`src/rtl/dither_packer_if.sv`:
```
// Bus bundle between the dither stage, the packer and the frame-buffer writer.
// slave = packer side (pixels in, words out); master = the other end.
interface dither_packer_if #(
  parameter int WORD_W = 16,
  parameter int ADDR_W = 13
);
  logic              dithered_pixel;
  logic [10:0]       dithered_hcount;
  logic [9:0]        dithered_vcount;
  logic              dithered_valid;
  logic [WORD_W-1:0] word_data;
  logic [ADDR_W-1:0] word_addr;
  logic              word_valid;
  logic              word_ready;
  logic              frame_done;
  logic              overflow;

  modport slave (
    input  dithered_pixel, dithered_hcount, dithered_vcount, dithered_valid, word_ready,
    output word_data, word_addr, word_valid, frame_done, overflow
  );

  modport master (
    output dithered_pixel, dithered_hcount, dithered_vcount, dithered_valid, word_ready,
    input  word_data, word_addr, word_valid, frame_done, overflow
  );
endinterface

```
`src/rtl/dither_packer.sv`:
```
// Packs the 1-bit dithered pixel stream into WORD_W-bit frame-buffer words with
// addresses, buffered through a small FIFO so back-pressure never reaches the dither stage.
module dither_packer #(
  parameter int WORD_W     = 16,
  parameter int H_ACTIVE   = 320,
  parameter int V_ACTIVE   = 240,
  parameter int ADDR_W     = 13,
  parameter int FIFO_DEPTH = 4
) (
  input logic            clk_in,
  input logic            rst_n_in,
  dither_packer_if.slave bus
);
  localparam int          SH     = $clog2(WORD_W);
  localparam int          WPR    = (H_ACTIVE + WORD_W - 1) / WORD_W;
  localparam int          PW     = $clog2(FIFO_DEPTH);
  localparam logic [10:0] H_LAST = 11'(H_ACTIVE - 1);
  localparam logic [9:0]  V_LAST = 10'(V_ACTIVE - 1);

  logic [WORD_W-1:0] r_asm;
  logic [WORD_W-1:0] r_dat [FIFO_DEPTH];
  logic [ADDR_W-1:0] r_adr [FIFO_DEPTH];
  logic [PW-1:0]     r_wp, r_rp;
  logic [PW:0]       r_cnt;
  logic              r_fd, r_ovf;

  logic              w_acc, w_commit, w_last_px, w_full, w_pop, w_push, w_drop;
  logic [SH-1:0]     w_bit;
  logic [WORD_W-1:0] w_word;
  logic [ADDR_W-1:0] w_addr;

  assign w_acc     = bus.dithered_valid && (bus.dithered_hcount <= H_LAST) &&
                     (bus.dithered_vcount <= V_LAST);
  assign w_bit     = bus.dithered_hcount[SH-1:0];
  assign w_commit  = w_acc && ((&w_bit) || (bus.dithered_hcount == H_LAST));
  assign w_last_px = w_acc && (bus.dithered_hcount == H_LAST) && (bus.dithered_vcount == V_LAST);
  assign w_addr    = ADDR_W'(bus.dithered_vcount) * ADDR_W'(WPR) +
                     ADDR_W'(bus.dithered_hcount >> SH);

  // The committing pixel must land in the pushed word, so merge it combinationally.
  always_comb begin
    w_word        = r_asm;
    w_word[w_bit] = bus.dithered_pixel;
  end

  assign w_full = (r_cnt == (PW+1)'(FIFO_DEPTH));
  assign w_pop  = (r_cnt != '0) && bus.word_ready;
  assign w_push = w_commit && (!w_full || w_pop);
  assign w_drop = w_commit && w_full && !w_pop;

  always_ff @(posedge clk_in) begin
    if (!rst_n_in) begin
      r_asm <= '0;
      r_wp  <= '0;
      r_rp  <= '0;
      r_cnt <= '0;
      r_fd  <= 1'b0;
      r_ovf <= 1'b0;
      for (int i = 0; i < FIFO_DEPTH; i++) begin
        r_dat[i] <= '0;
        r_adr[i] <= '0;
      end
    end else begin
      if (w_commit)   r_asm <= '0;
      else if (w_acc) r_asm <= w_word;
      if (w_push) begin
        r_dat[r_wp] <= w_word;
        r_adr[r_wp] <= w_addr;
        r_wp        <= r_wp + 1'b1;
      end
      if (w_pop) r_rp <= r_rp + 1'b1;
      if (w_push && !w_pop)      r_cnt <= r_cnt + 1'b1;
      else if (!w_push && w_pop) r_cnt <= r_cnt - 1'b1;
      if (w_drop) r_ovf <= 1'b1;
      r_fd <= w_last_px;
    end
  end

  assign bus.word_data  = r_dat[r_rp];
  assign bus.word_addr  = r_adr[r_rp];
  assign bus.word_valid = (r_cnt != '0);
  assign bus.frame_done = r_fd;
  assign bus.overflow   = r_ovf;
endmodule

```
`src/flat_wrapper.sv`:
```
// flat-port wrapper written by rule: the top's interface ports become plain ports
module dither_packer_flat 
#(
  parameter int WORD_W     = 16,
  parameter int H_ACTIVE   = 320,
  parameter int V_ACTIVE   = 240,
  parameter int ADDR_W     = 13,
  parameter int FIFO_DEPTH = 4
)
  (clk_in, rst_n_in, bus_dithered_pixel, bus_dithered_hcount, bus_dithered_vcount, bus_dithered_valid, bus_word_ready, bus_word_data, bus_word_addr, bus_word_valid, bus_frame_done, bus_overflow);
  dither_packer_if #(.WORD_W(WORD_W), .ADDR_W(ADDR_W)) bus_i ();
  input logic clk_in;
  input logic rst_n_in;
  input wire logic [$bits(bus_i.dithered_pixel)-1:0] bus_dithered_pixel;
  input wire logic [$bits(bus_i.dithered_hcount)-1:0] bus_dithered_hcount;
  input wire logic [$bits(bus_i.dithered_vcount)-1:0] bus_dithered_vcount;
  input wire logic [$bits(bus_i.dithered_valid)-1:0] bus_dithered_valid;
  input wire logic [$bits(bus_i.word_ready)-1:0] bus_word_ready;
  output wire logic [$bits(bus_i.word_data)-1:0] bus_word_data;
  output wire logic [$bits(bus_i.word_addr)-1:0] bus_word_addr;
  output wire logic [$bits(bus_i.word_valid)-1:0] bus_word_valid;
  output wire logic [$bits(bus_i.frame_done)-1:0] bus_frame_done;
  output wire logic [$bits(bus_i.overflow)-1:0] bus_overflow;
  assign bus_i.dithered_pixel = bus_dithered_pixel;
  assign bus_i.dithered_hcount = bus_dithered_hcount;
  assign bus_i.dithered_vcount = bus_dithered_vcount;
  assign bus_i.dithered_valid = bus_dithered_valid;
  assign bus_i.word_ready = bus_word_ready;
  assign bus_word_data = bus_i.word_data;
  assign bus_word_addr = bus_i.word_addr;
  assign bus_word_valid = bus_i.word_valid;
  assign bus_frame_done = bus_i.frame_done;
  assign bus_overflow = bus_i.overflow;
  dither_packer #(.WORD_W(WORD_W), .H_ACTIVE(H_ACTIVE), .V_ACTIVE(V_ACTIVE), .ADDR_W(ADDR_W), .FIFO_DEPTH(FIFO_DEPTH)) u_core (.clk_in(clk_in), .rst_n_in(rst_n_in), .bus(bus_i));
endmodule
```
`config.mk`:
```
export PLATFORM = sky130hd
export DESIGN_NAME = dither_packer_flat
export DESIGN_NICKNAME = d
export VERILOG_FILES = /design/src/rtl/dither_packer_if.sv /design/src/rtl/dither_packer.sv /design/src/flat_wrapper.sv
export SDC_FILE = /design/constraint.sdc
export NUM_CORES = 1
export LEC_CHECK = 0
export CAP_MARGIN = 20
export CORE_AREA = 4 4 136 138
export CTS_CLUSTER_DIAMETER = 80
export DETAILED_ROUTE_END_ITERATION = 8
export DIE_AREA = 0 0 140 142
export SLEW_MARGIN = 20
export SYNTH_ARGS = -nofsm -noshare
export SYNTH_HDL_FRONTEND = slang
export SYNTH_SLANG_ARGS = --single-unit
```
`constraint.sdc`:
```
create_clock -name clk_in -period 4.2 [get_ports clk_in]
set_clock_uncertainty 0.1 [all_clocks]
set_input_delay 0.63 -clock clk_in [delete_from_list [all_inputs] [get_ports clk_in]]
set_output_delay 0.63 -clock clk_in [all_outputs]
set_load 0.01 [all_outputs]
```
# Word-level counts from Yosys, hierarchy flattened
# Memory sizes are Yosys's and may differ from the RTL's. A register that Yosys moved wholly into a read port is not among the register bits.
# Index checks and enable logic that the tools add are counted.
# Widths: inputs -> output; s select.
dict set report op_classes {
  magnitude_cmp 4
  mul 1
  addsub 5
  n_eq_ne 3
  mux 19
  n_bitwise 1
  n_reduce_logical 23
}
# operator count
set ops {}
lappend ops {{$bwmux 16} 1}
lappend ops {{$mux 16} 1}
lappend ops {{$reduce_or 16->1} 1}
lappend ops {{$add 13x7->13} 1}
lappend ops {{$mux 13} 1}
lappend ops {{$reduce_or 13->1} 1}
lappend ops {{$logic_and 1x1->1} 12}
lappend ops {{$mux 2} 6}
lappend ops {{$eq 11x9->1 const B} 1}
lappend ops {{$le 11x9->1 const B} 1}
lappend ops {{$mul 10x3->11 const B} 1}
lappend ops {{$eq 10x8->1 const B} 1}
lappend ops {{$le 10x8->1 const B} 1}
lappend ops {{$mux 1} 7}
lappend ops {{$mux 3} 2}
lappend ops {{$lt 4x5->1 const B} 1}
lappend ops {{$add 2x1->2 const B} 2}
lappend ops {{$demux 1 s4} 1}
lappend ops {{$ge 4x1->1 const B} 1}
lappend ops {{$reduce_and 4->1} 1}
lappend ops {{$add 3x1->3 const B} 1}
lappend ops {{$eq 3x3->1 const B} 1}
lappend ops {{$logic_not 1->1} 3}
lappend ops {{$reduce_bool 3->1} 1}
lappend ops {{other kinds (5)} 6}
dict set report totals {
  regBits 25
  memories 2
  word_cells 64
  mem_bits_rw 116
  output_inout_bits 32
}
# name words word_bits rd rd_clocked_by_memory_dff write_ports line_no
set memory_table {}
lappend memory_table {u_core.r_dat 4 16 1 1 4 dither_packer.sv:21} ;# logic [WORD_W-1:0] r_dat [FIFO_DEPTH];
lappend memory_table {u_core.r_adr 4 13 1 1 4 dither_packer.sv:22} ;# logic [ADDR_W-1:0] r_adr [FIFO_DEPTH];

# Logic depth before layout (Yosys ltp)
# Gate-level depths: netlist of run 1.
dict set report logic_depth {
  depth_word 10
  ltp_mapped 10
  depth_no_buf 10
}

# Worst setup path after synthesis of run 1
# Ideal clock, no wire load.
dict set report synth_path {
  path_type {input to register}
  from {input port bus_dithered_vcount[1]}
  to {memory u_core.r_adr[0][11], data pin}
  stages 8
  setup_ns 0.263
  path_buffers 0
  arrival_ns 2.843
  slack_ns 0.993
  path_cell_list {ha_1 ha_1 fa_1 a211oi_1 nor4_1 or4_1 xor2_1 nor2_1}
}
# item line_no
set synth_lines {}
lappend synth_lines {{start, declared} flat_wrapper.sv:16} ;# input wire logic [$bits(bus_i.dithered_vcount)-1:0] bus_dithered_vcount;
lappend synth_lines {{end, declared} dither_packer.sv:22}

==> flow_metrics.env, run 1 <==
export IMPL_outcome="finished, final reports clean"
export IMPL_tightestPinTransition_ns=0.743
export IMPL_layout_commonest_cell="nor2_1"
export IMPL_ant_nets=0
export IMPL_min_from="u_core.r_asm[15]"
export IMPL_drcViolationCount=0
export IMPL_fill_cells=1536
export IMPL_routed_wl_um=15200
export IMPL_ys_flop_type="edfxtp_1"
export IMPL_grt_overflow_total=0
export IMPL_syn_area_per_cell_sq_um=12.7
export IMPL_nets=655
export IMPL_worstPathArrival_ns=3.61
export IMPL_cts_max_level=4
export IMPL_initial_utilization_pct=39.6
export IMPL_fin_total_pwr_mw=4.14
export IMPL_fin_setup_tns_ns=0
export IMPL_die_w_um=140
export IMPL_rows=48
export IMPL_timing_rr_start="u_core.r_cnt[0]"
export IMPL_via_count=4340
export IMPL_gp_congestion=0.858
export IMPL_end_kind="flop"
export IMPL_period_share_pct=84.5
export IMPL_leakage_nw=2.91
export IMPL_clock_sinks=143
export IMPL_rsz0062_at_grt="false"
export IMPL_max_clock_freq_mhz=282
export IMPL_crit_start="bus_dithered_vcount[3]"
export IMPL_cts_resized=0
export IMPL_hold_class="reg -> reg"
export IMPL_synth_cell_types=45
export IMPL_post_cts_setup_buffer_count=0
export IMPL_drive_above_1_share_pct=13.9
export IMPL_antenna_found_initial=0
export IMPL_vias_per_cell=5.15
export IMPL_dpl_instance_area_sq_um=7700
export IMPL_wl_per_cell_um=18.1
export IMPL_fin_crit_ns=3.55
export IMPL_cp_required_ns=4.26
export IMPL_grt_max_degree=32
export IMPL_power_per_cell_area_nw_per_um2=496
export IMPL_first_global_vias=4488
export IMPL_clkTransAtPathRegs_ns=0.06
export IMPL_cts_root_buf="clkbuf_16"
export IMPL_drtPass1Iterations=6
export IMPL_hold_viol=0
export IMPL_synth_seq_area_share_pct=59.1
export IMPL_maxSlewViolCount=0
export IMPL_reg2reg_to="u_core.r_cnt[2]"
export IMPL_async_reset_ff_share_pct=0
export IMPL_grtUsageTotal_pct=16.0
export IMPL_numCtsBuffers=17
export IMPL_critPathLaunchType="input port"
export IMPL_syn_num_nets=584
export IMPL_clock_path_buffers=2
export IMPL_vdd_drop_max_v=0.000333
export IMPL_path_class="in -> reg"
export IMPL_antennaDiodeCount=0
export IMPL_design_area_sq_um=8340
export IMPL_cts_tree="yes"
export IMPL_area_growth_synth_to_final_pct=22.4
export IMPL_cp_endpoint="u_core.r_adr[1][8]"
export IMPL_core_area_sq_um=17200
export IMPL_dr_first_iter_drc_count=256
export IMPL_cts_hold_buf=0
export IMPL_path_max_fanout=4
export IMPL_synth_edff_count=116
export IMPL_reg2reg_depth=8
export IMPL_die_area_sq_um=19900
export IMPL_die_h_um=142
export IMPL_grt_pass1_wl_um=24600
export IMPL_clk_latency_ns=0.43
export IMPL_hpwl_um=10100
export IMPL_whs_ns=0.330
export IMPL_syn_inst=534
export IMPL_relSlewSlack_pct=49.8
export IMPL_syn_area_sq_um=6810
export IMPL_drv_cap=0
export IMPL_ys_warn_count=0
export IMPL_pin_count=58
export IMPL_ys_seq_elements=143
export IMPL_rrSetupSlack_ns=1.47
export IMPL_io_buffers=57
export IMPL_setup_violations=0
export IMPL_layout_common_cells="147 x nor2_1, 116 x edfxtp_1, 57 x clkdlybuf4s50_1, 29 x mux4_2, 26 x dfxtp_1"
## synth_stat cells, drive strengths merged (5+ instances only)
cell type | n | share of area (%)
mux4 | 29 | 9.6
ha | 21 | 3.9
dfxtp | 27 | 7.9
buf | 13 | 1.2
nor2b | 6 | 0.55
o21ai | 11 | 0.81
inv | 7 | 0.39
xnor2 | 9 | 1.2
nand3 | 6 | 0.44
and2 | 6 | 0.55
edfxtp | 116 | 51
a211oi | 18 | 2.0
xor2 | 11 | 1.4
nand2 | 16 | 0.88
mux2i | 17 | 2.5
nor3 | 8 | 0.59
nor2 | 148 | 8.2
clkbuf | 14 | 0.77
nor4 | 5 | 0.46
## report_power, final
group | switching [mW] | internal (mW) | total [mW]
sequential | 0.0346 | 1.59 | 1.63
clock | 0.554 | 1.04 | 1.60
combinational | 0.441 | 0.472 | 0.913
total | 1.03 | 3.11 | 4.14
## final cells by class
cell class / instances / area, sq um / area share (%)
Inverter: 7 / 26.3 / 0.315
Clock inverter: 12 / 193 / 2.31
Timing Repair Buffer: 79 / 748 / 8.98
Clock buffer: 19 / 433 / 5.19
Tap cell: 225 / 282 / 3.38
Multi-Input combinational cell: 357 / 2630 / 31.5
Sequential cell: 143 / 4030 / 48.3
## worst max-delay path, stage by stage
cell and delay, ns:
clkdlybuf4s50_1 0.51, ha_1 0.24, ha_1 0.25, fa_1 0.44
ha_1 0.35, o21ai_0 0.10, o21bai_1 0.32, o21ai_0 0.18
a21oi_1 0.20, xor2_1 0.29, nor2_1 0.09
## state kept, by name, indices dropped and copies added (netlist names), named ones only
register	cells
u_core.r_dat	64
u_core.r_adr	52
u_core.r_asm	16
u_core.r_cnt	3
u_core.r_rp	2
u_core.r_wp	2
u_core.bus.frame_done	1
u_core.bus.overflow	1
## stage by stage
step | setup WS (ns) | utilization (%) | instances
after floorplan | 0.993 | - | 534
after global placement | 0.326 | 44.9 | 811
after detailed placement | 0.248 | 44.9 | 811
after CTS | 0.684 | 48.5 | 842
after global routing | 0.437 | 48.5 | 842
final | 0.651 | 48.5 | 842
## worst min path at each step
stage	cells after the start	slack, ns	to
after floorplan	2	0.31	u_core.r_asm[15]
after global placement	2	0.31	u_core.r_asm[15]
after detailed placement	2	0.32	u_core.r_asm[15]
after CTS	2	0.33	u_core.r_asm[15]
after global routing	2	0.37	u_core.r_asm[15]
final	2	0.33	u_core.r_asm[15]
## metal layers
layer  share of wire, %  vias up  GRT usage [%]
met5                  0        -              0
met4                1.1        0           5.35
met3                3.2       11           3.09
met2                 51       74           27.1
met1                 45     2147           21.0
li1                   -     2108              -
## cells by family (layout without fill, tap and decap cells)
family / after synthesis / count (layout) / synth area share, %
AND/OR/NAND/NOR: 217 / 217 / 14.0
multiplexers: 46 / 46 / 12.1
AO/OA/AOI/OAI: 50 / 50 / 5.05
adder cells (fa/ha/maj): 24 / 24 / 4.74
buffers and inverters: 34 / 117 / 2.39
flip-flops: 143 / 143 / 59.1
XOR/XNOR: 20 / 20 / 2.57
Power figures use the tool's default switching activity.
==> run 2: changes to the inputs <==
- clock period: 4.2 -> 3.3 ns (I/O delays scaled with it)
==> run 2 against run 1 <==
Effect of this change:
- power is 25% higher
- critical path depth unchanged
- sequential cell count stayed put
- first-iteration DRC count is 6.6% higher
- clock-buffer cell count is 4 higher
- routed wire length increased by 2.7%
- largest power group unchanged
==> flow_metrics.env, run 2 (same netlist as run 1, synthesis figures left out) <==
export IMPL_cts_tree="yes"
export IMPL_die_w_um=140
export IMPL_fill_cells=1518
export IMPL_grtUsageTotal_pct=16.3
export IMPL_antennaDiodeCount=0
export IMPL_layout_commonest_cell="nor2_1"
export IMPL_post_cts_setup_buffer_count=0
export IMPL_p_int_mw=3.87
export IMPL_vias_per_cell=5.18
export IMPL_fin_crit_ns=3.15
export IMPL_outcome="finished, final reports clean"
export IMPL_ant_nets=0
export IMPL_die_h_um=142
export IMPL_vdd_drop_max_v=0.000467
export IMPL_dpl_instance_area_sq_um=8050
export IMPL_nets=698
export IMPL_switching_share_pct=25.3
export IMPL_drcViolationCount=0
export IMPL_grt_overflow_total=0
export IMPL_setup_violations=0
export IMPL_wl_per_cell_um=17.6
export IMPL_initial_utilization_pct=39.6
export IMPL_max_clock_freq_mhz=318
export IMPL_grt_pass1_wl_um=25000
export IMPL_clock_sinks=143
export IMPL_end_kind="flop"
export IMPL_p_switching_mw=1.31
export IMPL_tightestPinTransition_ns=0.765
export IMPL_critPathLaunchType="input port"
export IMPL_slowest_stage="fa_1"
export IMPL_power_per_cell_area_nw_per_um2=598
export IMPL_rows=48
export IMPL_cp_required_ns=3.37
export IMPL_hold_class="reg -> reg"
export IMPL_largest_register_ffs=64
export IMPL_crit_top_cell="ha_1"
export IMPL_path_max_fanout=4
export IMPL_crit_buf_inv=1
export IMPL_drtPass1Iterations=4
export IMPL_clkPwrFrac_pct=35.1
export IMPL_dr_first_iter_drc_count=273
export IMPL_period_share_pct=95.4
export IMPL_layout_common_cells="147 x nor2_1, 116 x edfxtp_1, 62 x buf_4, 57 x clkdlybuf4s50_1, 29 x mux4_2"
export IMPL_path_class="in -> reg"
export IMPL_grt_max_degree=32
export IMPL_top_regs="u_core.r_dat x64, u_core.r_adr x52, u_core.r_asm x16"
export IMPL_p_comb_share_pct=24.8
export IMPL_numCtsBuffers=17
export IMPL_drive_above_1_share_pct=19.7
export IMPL_worstPathCellList="clkdlybuf4s50_1 -> ha_1 -> ha_1 -> fa_1 -> ha_1 -> o21ai_0 -> o21bai_2 -> a211o_1 -> a21oi_2 -> xor2_2 -> nor2_1"
export IMPL_first_global_vias=4698
export IMPL_worstPathArrival_ns=3.21
export IMPL_area_growth_synth_to_final_pct=27.1
export IMPL_routed_wl_um=15600
export IMPL_cts_root_buf="clkbuf_16"
export IMPL_maxSlewViolCount=0
export IMPL_hpwl_um=10400
export IMPL_top_register="u_core.r_dat"
export IMPL_design_area_sq_um=8650
export IMPL_hold_viol=0
export IMPL_via_count=4587
export IMPL_rsz0062_at_grt="false"
export IMPL_core_area_sq_um=17200
export IMPL_whs_ns=0.331
export IMPL_cts_max_level=4
export IMPL_relSlewSlack_pct=48.3
export IMPL_clkTransAtPathRegs_ns=0.05
export IMPL_drv_cap=0
export IMPL_clk_latency_ns=0.43
export IMPL_die_area_sq_um=19900
export IMPL_cpPeakStageDelay_ns=0.44
export IMPL_antenna_found_initial=0
export IMPL_leakage_nw=3.11
export IMPL_register_area_sq_um=4030
export IMPL_fin_total_pwr_mw=5.18
export IMPL_pin_count=58
export IMPL_io_buffers=57
export IMPL_path_delay_family="adder cells"
export IMPL_gp_congestion=0.856
export IMPL_sequentialPowerShare_pct=40.0
export IMPL_multi_input_area_sq_um=2660
export IMPL_clock_path_buffers=2
==> run 2: worst reg2reg max path: cells and delay by family, from the launching register on <==
kind                       cells  cell delay [ns]
DFF                            1             0.36
AOI/OAI and AO/OA              1             0.19
adders and majority gates      2             0.46
and+or+nand+nor                3             1.25
xor gates and xnor gates       1             0.08
buffers and inverters          1             0.07
==> run 2: path summary, 6_finish.rpt <==
path / from / end / slack (ns) / cells past startpoint
setup / recovery: bus_dithered_vcount[1] / u_core.r_adr[0][8] / 0.15 / 11
setup reg to reg: u_core.r_cnt[0] / u_core.r_cnt[2] / 0.70 / 8
hold / removal: u_core.r_asm[15] / u_core.r_asm[15] / 0.33 / 2
hold reg to reg: u_core.r_asm[15] / u_core.r_asm[15] / 0.33 / 2
==> run 2: repair_timing <==
item,in CTS,in global routing
resized for setup,0,6
setup endpoints to repair,0,17
endpoints found under the hold margin,0,0
hold buffers,0,0
==> run 2: power groups by stage <==
stage               clock (mW)  sequential [mW]  combinational [mW]
floorplan                    0             2.09               0.731
global placement             0             2.10                1.27
detailed placement           0             2.11                1.29
CTS                       1.85             2.07                1.30
global route              1.93             2.08                1.40
finish                    1.82             2.07                1.29
==> run 2: layout make-up <==
type | instances | share of cell area, %
timing repair buffer | 122 | 12.7
sequential | 143 | 46.5
tap | 225 | 3.25
clock buffer | 23 | 5.41
inverter | 7 | 0.304
clock inverter | 9 | 1.07
multi-input combinational | 357 | 30.8
==> run 2: metal layers <==
| metal | vias to the layer above | share of wire, % | track usage [%] |
|---|---|---|---|
| li1 | 2192 | - | - |
| met1 | 2278 | 45 | 21.2 |
| met2 | 94 | 49 | 26.8 |
| met3 | 23 | 4.3 | 3.83 |
| met4 | 0 | 2.1 | 6.07 |
| met5 | - | 0 | 0 |
==> run 2: per-stage QoR <==
stage / setup WS [ns] / instances / util (%) / setup TNS (ns)
6_report: 0.153 / 886 / 50.4 / 0
5_1_grt: 0.00162 / 886 / 50.4 / 0
4_1_cts: 0.0150 / 886 / 50.1 / 0
3_5_place_dp: -0.416 / 854 / 46.9 / -9.71
3_3_place_gp: -0.356 / 854 / 46.9 / -6.81
2_1_floorplan: 0.228 / 534 / - / 0
